==> config.mk <==
export PLATFORM = sky130hd
export DESIGN_NAME = traffic_light_monitor
export DESIGN_NICKNAME = d
export VERILOG_FILES = /design/src/rtl/traffic_light_monitor.sv
export SDC_FILE = /design/constraint.sdc
export NUM_CORES = 1
export LEC_CHECK = 0
export ABC_AREA = 1
export ABC_CLOCK_PERIOD_IN_PS = 1800
export BUFFER_PORTS_ARGS = -buffer_cell sky130_fd_sc_hd__buf_2
export CORE_MARGIN = 2
export CORE_UTILIZATION = 45
export DETAILED_ROUTE_END_ITERATION = 10
export GPL_TIMING_DRIVEN = 0
export RECOVER_POWER = 50
export SETUP_SLACK_MARGIN = 0.1
export SLEW_MARGIN = 15
export SYNTH_ARGS = -nofsm -noshare
export SYNTH_HDL_FRONTEND = slang
export SYNTH_SLANG_ARGS = --single-unit
==> constraint.sdc <==
create_clock -name clk_i -period 1.8 [get_ports clk_i]
set_input_delay 0.18 -clock clk_i [delete_from_list [all_inputs] [get_ports clk_i]]
set_output_delay 0.18 -clock clk_i [all_outputs]
set_load 0.03 [all_outputs]
==> src/rtl/traffic_light_monitor.sv <==
// Passive lamp-output watchdog: decodes traffic-light phases, times them and flags
// illegal codes, illegal transitions, bad blink patterns and wrong phase lengths.
//   state          | meaning
//   ST_UNKNOWN (0) | not synchronised, waiting for the first red code
//   ST_RED     (1) | red lamp only
//   ST_YR      (2) | red plus yellow
//   ST_GREEN   (3) | steady green, no off sample yet in this group
//   ST_BLINK   (4) | green blinking, on/off must alternate every cycle
//   ST_YELLOW  (5) | yellow lamp only
module traffic_light_monitor #(
    parameter int PERIOD_RED        = 3,
    parameter int PERIOD_YELLOW_RED = 3,
    parameter int PERIOD_GREEN      = 3,
    parameter int PERIOD_BLINK      = 3,
    parameter int PERIOD_YELLOW     = 3
) (
    input  logic        clk_i,
    input  logic        rst_i,
    input  logic        red_i,
    input  logic        yellow_i,
    input  logic        green_i,
    output logic [2:0]  phase_o,
    output logic        seq_err_o,
    output logic        dur_err_o,
    output logic        cycle_done_o,
    output logic [10:0] last_dur_o,
    output logic [7:0]  err_count_o
);

    localparam logic [2:0] ST_UNKNOWN = 3'd0;
    localparam logic [2:0] ST_RED     = 3'd1;
    localparam logic [2:0] ST_YR      = 3'd2;
    localparam logic [2:0] ST_GREEN   = 3'd3;
    localparam logic [2:0] ST_BLINK   = 3'd4;
    localparam logic [2:0] ST_YELLOW  = 3'd5;

    localparam logic [2:0] C_RED  = 3'b100;
    localparam logic [2:0] C_YR   = 3'b110;
    localparam logic [2:0] C_GON  = 3'b001;
    localparam logic [2:0] C_GOFF = 3'b000;
    localparam logic [2:0] C_YEL  = 3'b010;

    localparam logic [10:0] CNT_MAX   = 11'h7FF;
    localparam logic [10:0] EXP_RED   = 11'(PERIOD_RED);
    localparam logic [10:0] EXP_YR    = 11'(PERIOD_YELLOW_RED);
    localparam logic [10:0] EXP_GROUP = 11'(PERIOD_GREEN + PERIOD_BLINK);
    localparam logic [10:0] EXP_YEL   = 11'(PERIOD_YELLOW);
    localparam bit          BLINK_REQUIRED = (PERIOD_BLINK >= 2);

    logic [2:0]  code;
    logic [2:0]  phase_q, phase_d, succ;
    logic        armed_q, armed_d;
    logic        cycle_ok_q, cycle_ok_d;
    logic        blink_on_q, blink_on_d;
    logic [10:0] cnt_q, cnt_d, cnt_inc, exp_len;
    logic        seq_err_d, dur_err_d, done_d;
    logic [10:0] last_dur_d;
    logic [7:0]  err_cnt_d;
    logic        stay, adv, mismatch;

    assign code     = {red_i, yellow_i, green_i};
    assign cnt_inc  = (cnt_q == CNT_MAX) ? cnt_q : cnt_q + 11'd1;
    assign mismatch = (cnt_q != exp_len);

    always_comb begin
        stay    = 1'b0;
        adv     = 1'b0;
        succ    = ST_UNKNOWN;
        exp_len = '0;
        case (phase_q)
            ST_RED: begin
                stay = (code == C_RED);  adv = (code == C_YR);  succ = ST_YR;     exp_len = EXP_RED;
            end
            ST_YR: begin
                stay = (code == C_YR);   adv = (code == C_GON); succ = ST_GREEN;  exp_len = EXP_YR;
            end
            ST_GREEN: begin
                stay = (code == C_GON) || (code == C_GOFF);
                adv  = (code == C_YEL) && !BLINK_REQUIRED;
                succ = ST_YELLOW;  exp_len = EXP_GROUP;
            end
            ST_BLINK: begin
                stay = blink_on_q ? (code == C_GOFF) : (code == C_GON);
                adv  = (code == C_YEL);  succ = ST_YELLOW;  exp_len = EXP_GROUP;
            end
            ST_YELLOW: begin
                stay = (code == C_YEL);  adv = (code == C_RED); succ = ST_RED;    exp_len = EXP_YEL;
            end
            default: ;
        endcase
    end

    always_comb begin
        phase_d    = phase_q;
        armed_d    = armed_q;
        cnt_d      = cnt_q;
        cycle_ok_d = cycle_ok_q;
        blink_on_d = blink_on_q;
        seq_err_d  = 1'b0;
        dur_err_d  = 1'b0;
        done_d     = 1'b0;
        last_dur_d = last_dur_o;
        if (phase_q == ST_UNKNOWN) begin
            if (code == C_RED) begin
                phase_d    = ST_RED;
                armed_d    = 1'b0;
                cnt_d      = 11'd1;
                cycle_ok_d = 1'b0;
            end
        end else if (stay) begin
            cnt_d = cnt_inc;
            // GREEN and BLINK share one duration count across the whole green group
            if (phase_q == ST_GREEN && code == C_GOFF) begin
                phase_d    = ST_BLINK;
                blink_on_d = 1'b0;
            end else if (phase_q == ST_BLINK) begin
                blink_on_d = !blink_on_q;
            end
        end else if (adv) begin
            phase_d = succ;
            armed_d = 1'b1;
            cnt_d   = 11'd1;
            if (armed_q) begin
                last_dur_d = cnt_q;
                dur_err_d  = mismatch;
            end
            if (phase_q == ST_YELLOW) begin
                done_d     = cycle_ok_q && armed_q && !mismatch;
                cycle_ok_d = 1'b1;
            end else if (armed_q && mismatch) begin
                cycle_ok_d = 1'b0;
            end
        end else begin
            seq_err_d  = 1'b1;
            phase_d    = ST_UNKNOWN;
            armed_d    = 1'b0;
            cnt_d      = '0;
            cycle_ok_d = 1'b0;
        end
        err_cnt_d = ((seq_err_d || dur_err_d) && err_count_o != 8'hFF) ? err_count_o + 8'd1
                                                                        : err_count_o;
    end

    always_ff @(posedge clk_i or posedge rst_i) begin
        if (rst_i) begin
            phase_q      <= ST_UNKNOWN;
            armed_q      <= 1'b0;
            cnt_q        <= '0;
            cycle_ok_q   <= 1'b0;
            blink_on_q   <= 1'b0;
            seq_err_o    <= 1'b0;
            dur_err_o    <= 1'b0;
            cycle_done_o <= 1'b0;
            last_dur_o   <= '0;
            err_count_o  <= '0;
        end else begin
            phase_q      <= phase_d;
            armed_q      <= armed_d;
            cnt_q        <= cnt_d;
            cycle_ok_q   <= cycle_ok_d;
            blink_on_q   <= blink_on_d;
            seq_err_o    <= seq_err_d;
            dur_err_o    <= dur_err_d;
            cycle_done_o <= done_d;
            last_dur_o   <= last_dur_d;
            err_count_o  <= err_cnt_d;
        end
    end

    assign phase_o = phase_q;

endmodule

== Word level (Yosys, flattened, before mapping) ==
Index checks and enable logic that the tools add are counted.

* Register bits after elaboration: 39
* Output and inout port bits: 25
* Logic and storage cells: 88

* $add $sub $neg: 2
* Equality and inequality tests: 17
* Muxes and demuxes: 37
* Bitwise operators: 2
* Reductions and logical operators: 20

{| class="wikitable"
|+ Operators by type and width
! operator !! number
|-
| $mux W11 || 4
|-
| $mux W1 || 24
|-
| $mux W3 || 5
|-
| $eq A3 B3 Y1 const B || 4
|-
| $pmux W3 S4 || 1
|-
| $add A11 B1 Y11 const B || 1
|-
| $eq A11 B11 Y1 const B || 1
|-
| $ne A11 B11 Y1 || 1
|-
| $eq A3 B2 Y1 const B || 3
|-
| $add A8 B1 Y8 const B || 1
|-
| $ne A8 B8 Y1 const B || 1
|-
| $eq A3 B1 Y1 const B || 2
|-
| $logic_not A3 Y1 || 2
|-
| $pmux W3 S2 || 1
|-
| $reduce_and A2 Y1 || 3
|-
| $reduce_and A3 Y1 || 2
|-
| $logic_and A1 B1 Y1 || 5
|-
| $pmux W1 S5 || 1
|-
| $ne A4 B1 Y1 const B || 1
|-
| $pmux W1 S4 || 1
|-
| $reduce_and A4 Y1 || 1
|-
| $ne A3 B1 Y1 const B || 1
|-
| $ne A3 B2 Y1 const B || 1
|-
| $reduce_or A3 Y1 || 1
|-
| other kinds (7) || 10
|}

== Depth between registers and ports, before layout ==
Gate-level depths: netlist of run 1.

* Word-level depth: 10
* Depth in mapped cells: 11
* Mapped depth without buffers: 11

== Least setup slack after synthesis of run 1 ==
OpenSTA, ideal clock, no wires.

* Kind: flip-flop to flip-flop
* From: register phase_q[2], in the netlist phase_o[2]
* To: register err_count_o[2]
* Setup time: 119 ps
* Arrival: 1625 ps
* Setup slack: 56 ps
* Stages on the path, launching flop included: 12
* Buffers on the path: 0
* Clock period less this slack: 1744 ps
* Cell sequence: dfrtp_1 > inv_1 > nand3_1 > nor2_2 > nor2_2 > nand3_2 > nand2_4 > nand2_4 > nor2_8 > nand2_4 > nand2_1 > nand2_1

* Longest elaborated chain between the ends: 10

{| class="wikitable"
|+ Ends and longest elaborated chain
! item !! RTL line !! text
|-
| from (decl) || 51 || <nowiki>logic [2:0] phase_q, phase_d, succ;</nowiki>
|-
| from (signal assigned) || 157 || <nowiki>phase_q <= phase_d;</nowiki>
|-
| $eq A3 B3 Y1, or another cell as far along || 70 || <nowiki>case (phase_q)</nowiki>
|-
| $reduce_or A3 Y1 (no source line) or $reduce_or A2 Y1 (tied branches) || - ||
|-
| $pmux W3 S2 || 70 ||
|-
| $ne A11 B11 Y1 || 63 || <nowiki>assign mismatch = (cnt_q != exp_len);</nowiki>
|-
| $mux W1 || 123 || <nowiki>if (armed_q) begin</nowiki>
|-
| $mux W1 || 119 || <nowiki>end else if (adv) begin</nowiki>
|-
| $mux W1 || 110 || <nowiki>end else if (stay) begin</nowiki>
|-
| $mux W1 || 103 || <nowiki>if (phase_q == ST_UNKNOWN) begin</nowiki>
|-
| $logic_or A1 B1 Y1 * || 140 || <nowiki>err_cnt_d = ((seq_err_d || dur_err_d) && err_count_o != 8'hFF) ? err_count_o + 8'd1</nowiki>
|-
| $logic_and A1 B1 Y1 * || 140 ||
|-
| to (signal assigned) || 166 || <nowiki>err_count_o <= err_cnt_d;</nowiki>
|-
| to (decl) || 27 || <nowiki>output logic [7:0] err_count_o</nowiki>
|}

Every way passes the cells marked *; elsewhere a longest branch is shown, timed or not.
A chain may end at the register's enable or synchronous reset.

== Worst setup path after layout of run 1 ==
* From: register cnt_q[0]
* To: register cnt_q[7]

* Longest elaborated chain between the ends: 4

{| class="wikitable"
|+ Ends and longest elaborated chain
! item !! RTL line !! text
|-
| from (decl) || 55 || <nowiki>logic [10:0] cnt_q, cnt_d, cnt_inc, exp_len;</nowiki>
|-
| from (signal assigned) || 159 || <nowiki>cnt_q <= cnt_d;</nowiki>
|-
| $add A11 B1 Y11 || 62 || <nowiki>assign cnt_inc = (cnt_q == CNT_MAX) ? cnt_q : cnt_q + 11'd1;</nowiki>
|-
| $mux W11 || 62 ||
|-
| $mux W11 || 110 ||
|-
| $mux W11 || 103 ||
|}

Parallel ways exist; a longest one is shown, timed or not. The select of a mux whose other input is x is not followed.

==> results of run 1 <==
## power by group through the flow
stage	logic, µW	clock network, µW	registers (µW)
detailed placement	1670	0	1330
CTS	1730	602	1310
finish	1960	588	1320
global placement	1650	0	1330
floorplan	851	0	1710
global route	2140	641	1370
## flip-flops by register name, indices dropped and copies added (netlist names)
signal,flops
cnt_q,11
last_dur_o,11
err_count_o,8
phase_o,3
armed_q,1
blink_on_q,1
cycle_done_o,1
cycle_ok_q,1
dur_err_o,1
seq_err_o,1
## worst register-to-register path: cells and delay by family, from the launching register on
kind,cells,cell delay [ns]
adder cells (fa/ha/maj),1,0.18
flip-flops,1,0.37
AND/OR/NAND/NOR,7,0.89
AO/OA/AOI/OAI,1,0.17
## metrics by stage
| step | worst slack, ns | std cells | total power [µW] |
|---|---|---|---|
| floorplan | 0.1490 | 275 | 2563 |
| global route | 0.01801 | 395 | 4151 |
| finish | 0.1320 | 395 | 3873 |
| global placement | -0.06720 | 371 | 2975 |
| detailed placement | -0.1180 | 372 | 3008 |
| CTS | 0.05963 | 383 | 3639 |
## cell families after synthesis
family                   Yosys count  share of synthesized area, %
AND/OR/NAND/NOR                  158                         36.01
flip-flops                        39                         44.44
buffers and inverters             35                         6.325
AO/OA/AOI/OAI                     34                         9.117
XOR/XNOR                           6                         2.394
adder cells (fa/ha/maj)            3                         1.710
## per-layer routing
| layer | up-vias | GRT usage, % |
|---|---|---|
| met5 | - | 0 |
| met4 | 0 | 6.667 |
| met3 | 7 | 3.567 |
| met2 | 42 | 30.06 |
| met1 | 928 | 25.93 |
| li1 | 998 | - |
## worst max path at each step
stage	cells after the start	slack, ns	to
detailed placement	10	-0.12	cnt_q[0]
floorplan	11	0.15	err_count_o[2]
finish	9	0.13	cnt_q[7]
global route	9	0.02	cnt_q[7]
global placement	10	-0.07	cnt_q[0]
CTS	10	0.06	cnt_q[0]
## cell usage in the layout (no fill, tap or decap), types with 2 or more instances in the layout
cell type / count
o21ai_1: 13
inv_2: 4
o21ai_0: 7
nand2_4: 7
dfrtp_2: 3
nand2_1: 68
nor2_2: 4
buf_4: 10
nand2_2: 4
xnor2_1: 3
nor2_4: 4
inv_4: 2
clkinvlp_4: 2
xor2_1: 3
inv_1: 26
nor2_1: 24
buf_2: 17
dfrtp_1: 36
clkbuf_8: 5
nand3_1: 24
nand3b_1: 2
clkbuf_1: 13
a21oi_1: 2
buf_6: 4
nand3_2: 8
nand4_1: 7
ha_1: 2
o21a_1: 11
## cell type report
class	instances	share of cell area, %
Inverter	33	4.809
Sequential cell	39	35.53
Clock buffer	6	2.632
Clock inverter	2	0.4537
Multi-Input combinational cell	202	42.38
Tap cell	67	3.040
Timing Repair Buffer	44	10.48
Buffer	2	0.6806
## cell usage after synthesis
library cell and n:
nand3_2 5, nor3_2 1, a21oi_1 2, nor2_4 1, o211ai_1 1, nand4_1 7
nand2_1 72, inv_1 31, nor3b_2 1, o21a_1 11, dfrtp_1 39, xnor2_1 3
buf_4 2, o21ai_0 9, and3_1 1, nand3_4 1, xor2_1 3, nor2_1 28
nor2_2 3, nor3_1 1, nand2_2 3, nand3_1 26, o21ai_1 11, nand3b_1 2
nand2_4 5, inv_2 2, ha_1 3, nor2_8 1
## timing repair
item                                    4_1_cts  5_1_grt
hold endpoints to repair                     18        0
cloned                                        0        2
endpoints found under the setup margin       23       36
setup buffers                                 2       10
pin swaps                                     1       12
hold buffers                                  1        0
resized for setup                             8       28
==> results_dict.tcl, run 1 <==
set metrics [dict create \
    status "complete, no violations" \
    hp-class "input port to flip-flop" \
    rr_endpoint "cnt_q[7]" \
    finalSetupTns_ns 0 \
    die_h_um 73.86 \
    cts_sinks 39 \
    antenna_found_initial 0 \
    cts.reportedPaths.clkPinSlew_ns 0.07 \
    finalCriticalPeriod_ns 1.668 \
    p_sw_share_pct 47.03 \
    wirelength_um 5047 \
    worst-path-buf-inv 0 \
    hold-worst-slack_ns 0.3418 \
    fin_util_pct 58.38 \
    min_period_over_period_pct 92.67 \
    clock_path_buffers 2 \
    fillCellCount 448 \
    cts_max_level 2 \
    place_area_um2 2455 \
    power_density_nw_per_um2 1405 \
    grt_max_degree 22 \
    synth_cell_types 28 \
    slew_viol_final 0 \
    worstMarginPinSlew_ns 0.7862 \
    p_clk_share_pct 15.2 \
    synth_area_per_cell_um2 7.985 \
    arrival_ns 1.88 \
    die_w_um 73.86 \
    ys_ff_latch 39 \
    syn_area_um2 2196 \
    power_frac_seq_pct 34.1 \
    synth_cells 275 \
    cts_tree "done" \
    synth_top_area_share_pct 44.44 \
    drc 0 \
    clk_latency_ns 0.30 \
    io_pins 30 \
    finalSetupViolCount 0 \
    multi_input_area_um2 1169 \
    power.leakage_uw 0.001402 \
    grt_overflow_total 0 \
    fmax_ghz 0.5995 \
    grt_pass1_vias 1769 \
    yosysSeqAreaShare_pct 44.44 \
    power.internal_uw 2052 \
    port_buffers 29 \
    cts_buffers 5 \
    ir_drop_mv 0.6324 \
    track_usage_pct 18.98 \
    routed.top_layer "met4" \
    yosysTopAreaCell "dfrtp_1" \
    holdPathEnd "phase_o[1]" \
    cp_common_cell "nand2_4" \
    timing.rr.start "cnt_q[0]" \
    finClkSkew_ns 0.008161 \
    nets 335 \
    critPathKind "flip-flop to flip-flop" \
    synthTopCellsByArea "dfrtp_1, nand2_1, nand3_1, inv_1, nor2_1" \
    grt_first_pass_wirelength_um 7962 \
    cp_data_required_time_ns 2.02 \
    coreArea_um2 4723 \
    vias 1975 \
    dr.first_iter.drc_count 83 \
    wl_met3_um 201 \
    dieArea_um2 5455 \
    start_kind "flip-flop" \
    comb_power_share_pct 50.7 \
    final_area_um2 2758 \
    worstPathCellList "ha_2, nand2_1, nor2_4, nand2_4, nor3_4, nand2_2, nand2_4, nand3_2, o21ai_1" \
    ys_warn_count 0 \
    dpl.hpwl_um 3453 \
    wl_per_cell_um 12.78 \
    slowest_delay_ns 0.37 \
    worstHoldPathCells 5 \
    reg2reg_slack_ns 0.13 \
    drt-met1-wl_um 2412 \
    crit_path_end_kind "flip-flop" \
    switching_power_uw 1822 \
    synthToLayoutAreaGrowth_pct 25.58 \
    ant_nets 0 \
    routed_via_density 5.000 \
    min_from "yellow_i" \
    rsz0062_at_grt "true" \
    cts-root-buf "clkbuf_8" \
    drt-pass1-iter-count 4 \
    crit_family "simple AND/OR/NAND/NOR gates" \
    maxSlewHeadroom_pct 47.53 \
    reg2reg_depth 9 \
    crit_fanout 5 \
    drive_above_1_share_pct 25.30 \
    report.final.hold_viol_count 0 \
    wl_met2_um 2357 \
    syn-num-nets 283 \
    max-cap-violations 0 \
    seq_area_um2 979.7 \
    slowest_stage "dfrtp_1" \
    place.gp.congestion 0.8193 \
    rows 25 \
    diodes 0 \
    cp-startpoint "cnt_q[0]" \
    start_util_pct 46.49 \
]
Power figures use the tool's default switching activity.
==> run 2: changes to the inputs <==
--- a/config.mk
+++ b/config.mk
@@ -8,12 +8,13 @@
 export ABC_AREA = 1
 export ABC_CLOCK_PERIOD_IN_PS = 1800
 export BUFFER_PORTS_ARGS = -buffer_cell sky130_fd_sc_hd__buf_2
+export CAP_MARGIN = 20
 export CORE_MARGIN = 2
 export CORE_UTILIZATION = 45
 export DETAILED_ROUTE_END_ITERATION = 10
 export GPL_TIMING_DRIVEN = 0
 export RECOVER_POWER = 50
-export SETUP_SLACK_MARGIN = 0.1
+export REMOVE_ABC_BUFFERS = 1
 export SLEW_MARGIN = 15
 export SYNTH_ARGS = -nofsm -noshare
 export SYNTH_HDL_FRONTEND = slang
==> run 2 against run 1 <==
Final area fell by 3.9%; flip-flop and latch count is the same; clock-buffer cell count did not move; worst setup slack worse by 0.029 ns; global-route usage grew 0.21 points; sequential share of layout area up 1.5 points; wire length fell by 4.1%; power shrank 1.1%; sequential power about the same; critical path depth increased by 1.
==> results_dict.tcl, run 2 (same netlist as run 1, synthesis figures left out) <==
set metrics [dict create \
    dieArea_um2 5455 \
    timing.rr.start "cnt_q[1]" \
    dr.first_iter.drc_count 74 \
    cts_tree "done" \
    coreArea_um2 4723 \
    maxSlewHeadroom_pct 56.26 \
    io_pins 30 \
    min_period_over_period_pct 94.26 \
    fin_util_pct 56.08 \
    mostFrequentLayoutCell "nand2_1" \
    final_area_um2 2649 \
    cp_data_required_time_ns 1.98 \
    wl_met2_um 2272 \
    grt_max_degree 28 \
    clk_latency_ns 0.29 \
    power_frac_seq_pct 34.0 \
    crit_path_end_kind "flip-flop" \
    finalCriticalPeriod_ns 1.697 \
    cp-startpoint "cnt_q[1]" \
    worstMarginPinSlew_ns 0.6561 \
    critPathKind "flip-flop to flip-flop" \
    wl_per_cell_um 12.44 \
    place_area_um2 2430 \
    clock_path_buffers 2 \
    switching_power_uw 1717 \
    p_clk_share_pct 18.8 \
    track_usage_pct 19.19 \
    fillCellCount 455 \
    drt-met1-wl_um 2325 \
    hold-worst-slack_ns 0.3507 \
    arrival_ns 1.87 \
    status "complete, no violations" \
    vias 1927 \
    synthToLayoutAreaGrowth_pct 20.63 \
    grt_overflow_total 0 \
    ir_drop_mv 0.8942 \
    wl_met3_um 184 \
    routed_via_density 4.954 \
    ant_nets 0 \
    crit_fanout 10 \
    power_density_nw_per_um2 1446 \
    largestRegisters "cnt_q x11, last_dur_o x11, err_count_o x8" \
    cts-root-buf "clkbuf_8" \
    finClkSkew_ns 0.005821 \
    drive_above_1_share_pct 23.91 \
    power.internal_uw 2112 \
    worstPathCellList "ha_1, nand2_1, nor2_2, nand2_2, nor3_2, nand2_1, nand2_2, nand3_4, nand2_1, o21ai_1" \
    wirelength_um 4838 \
    cp_common_cell "nand2_1" \
    min_from "green_i" \
    die_h_um 73.86 \
    placed_cells 370 \
    grt_first_pass_wirelength_um 7976 \
    die_w_um 73.86 \
    start_kind "flip-flop" \
    diodes 0 \
    rsz0062_at_grt "true" \
    antenna_found_initial 0 \
    nets 330 \
    finalSetupViolCount 0 \
    max-cap-violations 0 \
    seq_area_um2 979.7 \
    fmax_ghz 0.5894 \
    report.final.hold_viol_count 0 \
    slowest_stage "dfrtp_1" \
    slowest_delay_ns 0.40 \
    slew_viol_final 0 \
    p_sw_share_pct 44.84 \
    rows 25 \
    multi_input_area_um2 1130 \
    cts_sinks 39 \
    cts_buffers 5 \
    hp-class "input port to flip-flop" \
    cts_max_level 2 \
    grt_pass1_vias 1710 \
    place.gp.congestion 0.7750 \
    comb_power_share_pct 47.2 \
    instances_no_fill 389 \
    dpl.hpwl_um 3310 \
    power.leakage_uw 0.001344 \
    routed.top_layer "met4" \
    start_util_pct 46.49 \
    layout_common_cells "nand2_1, dfrtp_1, inv_1" \
    cts.reportedPaths.clkPinSlew_ns 0.08 \
    finalSetupTns_ns 0 \
    port_buffers 29 \
    drc 0 \
    drt-pass1-iter-count 4 \
    crit_family "simple AND/OR/NAND/NOR gates" \
    worst-path-buf-inv 0 \
]
## run 2: changes by cell type in the layout (fill, tap and decap cells not counted), moves of 4 or more
cell,before,now
buf_2,17,23
buf_6,4,0
clkbuf_1,13,7
nand2_2,4,8
## run 2: worst paths after layout
path | slack (ns) | to | cells after the start
setup / recovery | 0.10 | cnt_q[0] | 10
hold reg to reg | 0.49 | last_dur_o[5] | 1
setup reg to reg | 0.10 | cnt_q[0] | 10
min in group asynchronous | 0.44 | err_count_o[3] | 3
hold / removal | 0.35 | phase_o[1] | 5
max in group asynchronous | 0.36 | cnt_q[0] | 4
## run 2: worst min-delay path, delay by kind of cell
family | cells | cell delay, ns
and+or+nand+nor | 4 | 0.30
buffers and inverters | 1 | 0.12
## run 2: final cells by class
type                    instances  area share (%)
flip-flops and latches         39           36.99
clock inverters                 1           1.134
well taps                      67           3.165
multi-input cells             204           42.65
inverters                      33           4.818
repair buffers                 39           8.503
clock buffers                   6           2.740
## run 2: power groups by stage
stage,Clock (µW),Sequential [µW],Combinational [µW]
global route,770,1340,1980
CTS,726,1300,1710
detailed placement,0,1330,1660
finish,719,1300,1810
global placement,0,1320,1640
floorplan,0,1710,850
## run 2: per-stage QoR
step	setup slack (ns)	power [µW]
2_1_floorplan	0.05604	2560
3_3_place_gp	-0.05942	2960
3_5_place_dp	-0.09606	2990
4_1_cts	0.01754	3741
5_1_grt	-0.02340	4088
6_report	0.1034	3830
## run 2: routing by layer
metal / track usage (%) / vias to the layer above
met1: 26.10 / 900
met2: 30.16 / 39
met4: 5.455 / 0
met5: 0 / -
met3: 4.938 / 5
li1: - / 983
## run 2: what timing repair did
action,4_1_cts,5_1_grt
buffers inserted,1,7
gates cloned,1,2
pin swaps,1,5
hold endpoints to repair,12,0
hold buffers,1,0
endpoints found under the setup margin,20,34
resized for setup,5,10
==> run 3: changes to the inputs <==
--- a/config.mk
+++ b/config.mk
@@ -8,11 +8,10 @@
 export ABC_AREA = 1
 export ABC_CLOCK_PERIOD_IN_PS = 1800
 export BUFFER_PORTS_ARGS = -buffer_cell sky130_fd_sc_hd__buf_2
-export CAP_MARGIN = 20
 export CORE_MARGIN = 2
 export CORE_UTILIZATION = 45
 export DETAILED_ROUTE_END_ITERATION = 10
-export GPL_TIMING_DRIVEN = 0
+export GPL_TIMING_DRIVEN = 1
 export RECOVER_POWER = 50
 export REMOVE_ABC_BUFFERS = 1
 export SLEW_MARGIN = 15
==> run 3 against run 2 <==
Critical path depth unchanged; clock skew up 0.0095 ns; wire length down 4.6%; sequential power about the same; die area unchanged; worst setup slack about the same; power down 3.3%; first-iteration DRC count up 66%; largest cell class unchanged; highest routed layer unchanged.
==> results_dict.tcl, run 3 (same netlist as run 1, synthesis figures left out) <==
set metrics [dict create \
    power.internal_uw 1996 \
    comb_power_share_pct 48.6 \
    start_util_pct 46.49 \
    setup_slack_ns 0.1035 \
    power.leakage_uw 0.001354 \
    synthToLayoutAreaGrowth_pct 18.97 \
    grt_overflow_total 0 \
    min_period_over_period_pct 94.25 \
    place.gp.congestion 0.8901 \
    routed_via_density 4.756 \
    drive_above_1_share_pct 21.32 \
    grt_max_degree 40 \
    cts_tree "done" \
    finalSetupViolCount 0 \
    grt_pass1_vias 1717 \
    clk_latency_ns 0.30 \
    fillCellCount 463 \
    cts_max_level 2 \
    finClkSkew_ns 0.01537 \
    status "complete, no violations" \
    ant_nets 0 \
    dieArea_um2 5455 \
    crit_end "cnt_q[10]" \
    worstMarginPinSlew_ns 0.9486 \
    post-place-ws_ns 0.006712 \
    crit_path_end_kind "flip-flop" \
    fin_util_pct 55.31 \
    p_sw_share_pct 46.09 \
    cts.reportedPaths.clkPinSlew_ns 0.08 \
    slew_viol_final 0 \
    ir_drop_mv 0.8356 \
    max-cap-violations 0 \
    cp-startpoint "cnt_q[1]" \
    power_frac_seq_pct 35.2 \
    mostFrequentLayoutCell "nand2_1" \
    arrival_ns 1.88 \
    timing.rr.start "cnt_q[1]" \
    fmax_ghz 0.5894 \
    start_kind "flip-flop" \
    diodes 0 \
    reg2reg_slack_ns 0.10 \
    coreArea_um2 4723 \
    p_clk_share_pct 16.2 \
    rr_endpoint "cnt_q[10]" \
    cp_data_required_time_ns 1.98 \
    power_density_nw_per_um2 1417 \
    grt_first_pass_wirelength_um 7810 \
    port_buffers 29 \
    rows 25 \
    die_h_um 73.86 \
    finalSetupTns_ns 0 \
    clock_path_buffers 2 \
    hp-class "input port to asynchronous set/reset pin" \
    cts_sinks 39 \
    die_w_um 73.86 \
    maxSlewHeadroom_pct 36.76 \
    finalCriticalPeriod_ns 1.697 \
    critPathKind "flip-flop to flip-flop" \
    drc 0 \
    crit_fanout 5 \
    io_pins 30 \
    report.final.hold_viol_count 0 \
    vias 1836 \
    wl_per_cell_um 11.96 \
    cts_buffers 5 \
    dpl.hpwl_um 3277 \
    antenna_found_initial 0 \
    drt-pass1-iter-count 5 \
    nets 327 \
    largestRegisters "cnt_q x11, last_dur_o x11, err_count_o x8" \
    layout_common_cells "nand2_1, dfrtp_1, inv_1" \
    wirelength_um 4615 \
    cts-root-buf "clkbuf_8" \
    reg2reg_depth 10 \
    track_usage_pct 18.67 \
    switching_power_uw 1706 \
    dr.first_iter.drc_count 123 \
]
## run 3: cell types whose count changed in the layout (fill, tap and decap cells not counted), moves of 2 or more
cell      before  now
nor2_4         3    1
clkbuf_1       7   11
nand2_2        8    5
buf_2         23   18
## run 3: what timing repair did
item                                    in CTS  in global routing
hold endpoints to repair                     0                  0
resized for setup                            2                 10
endpoints found under the setup margin       1                 20
pin swaps                                    0                  4
hold buffers                                 0                  0
buffers inserted                             0                  3
gates cloned                                 0                  1
## run 3: how the worst min path moves through the flow
stage,start,endpoint,slack [ns],cells after the start
global route,rst_i,last_dur_o[8],0.27,3
detailed placement,rst_i,last_dur_o[8],0.33,3
global placement,rst_i,last_dur_o[9],0.32,3
finish,rst_i,armed_q,0.16,3
CTS,rst_i,last_dur_o[8],0.006,3
floorplan,rst_i,armed_q,0.39,1
## run 3: power by group through the flow
stage               Combinational, µW  Clock [µW]  Sequential, µW
floorplan                         850           0            1710
global placement                 1690           0            1310
detailed placement               1690           0            1320
CTS                              1700         610            1300
global route                     2000         650            1340
finish                           1800         600            1300
## run 3: area by class of cell
cell class | instances | area, µm² | area share, %
Timing Repair Buffer | 38 | 221.5 | 8.477
Sequential cell | 39 | 978.4 | 37.45
Clock inverter | 1 | 5.005 | 0.1916
Clock buffer | 6 | 82.58 | 3.161
Inverter | 33 | 123.9 | 4.741
Multi-Input combinational cell | 202 | 1117 | 42.77
Tap cell | 67 | 83.83 | 3.209
## run 3: worst max-delay path, stage by stage, from the launching register on
cell and delay [ns]:
dfrtp_1 0.41, ha_1 0.18, nand2_1 0.08, nor2_2 0.15
nand2_2 0.11, nor3_4 0.20, nand2_2 0.10, nand2_4 0.10
nor2_2 0.08, o21ai_1 0.08, o21ai_1 0.09
## run 3: per-stage QoR
stage	total power, µW	hold WS, ns	instances	area (µm²)
floorplan	2560	0.3851	273	2181
detailed placement	3007	0.3303	375	2467
CTS	3612	0.006278	382	2560
finish	3702	0.1608	386	2613
global route	3989	0.2712	386	2613
global placement	3008	0.3238	375	2467
## run 3: metal layers
| layer | share of wire (%) | track usage (%) | vias up | wire length (µm) |
|---|---|---|---|---|
| met1 | 50 | 25.47 | 815 | 2299 |
| met4 | 1.7 | 6.869 | 0 | 78 |
| met3 | 3.2 | 3.978 | 7 | 148 |
| li1 | - | - | 982 | - |
| met5 | 0 | 0 | - | 0 |
| met2 | 45 | 29.07 | 32 | 2090 |
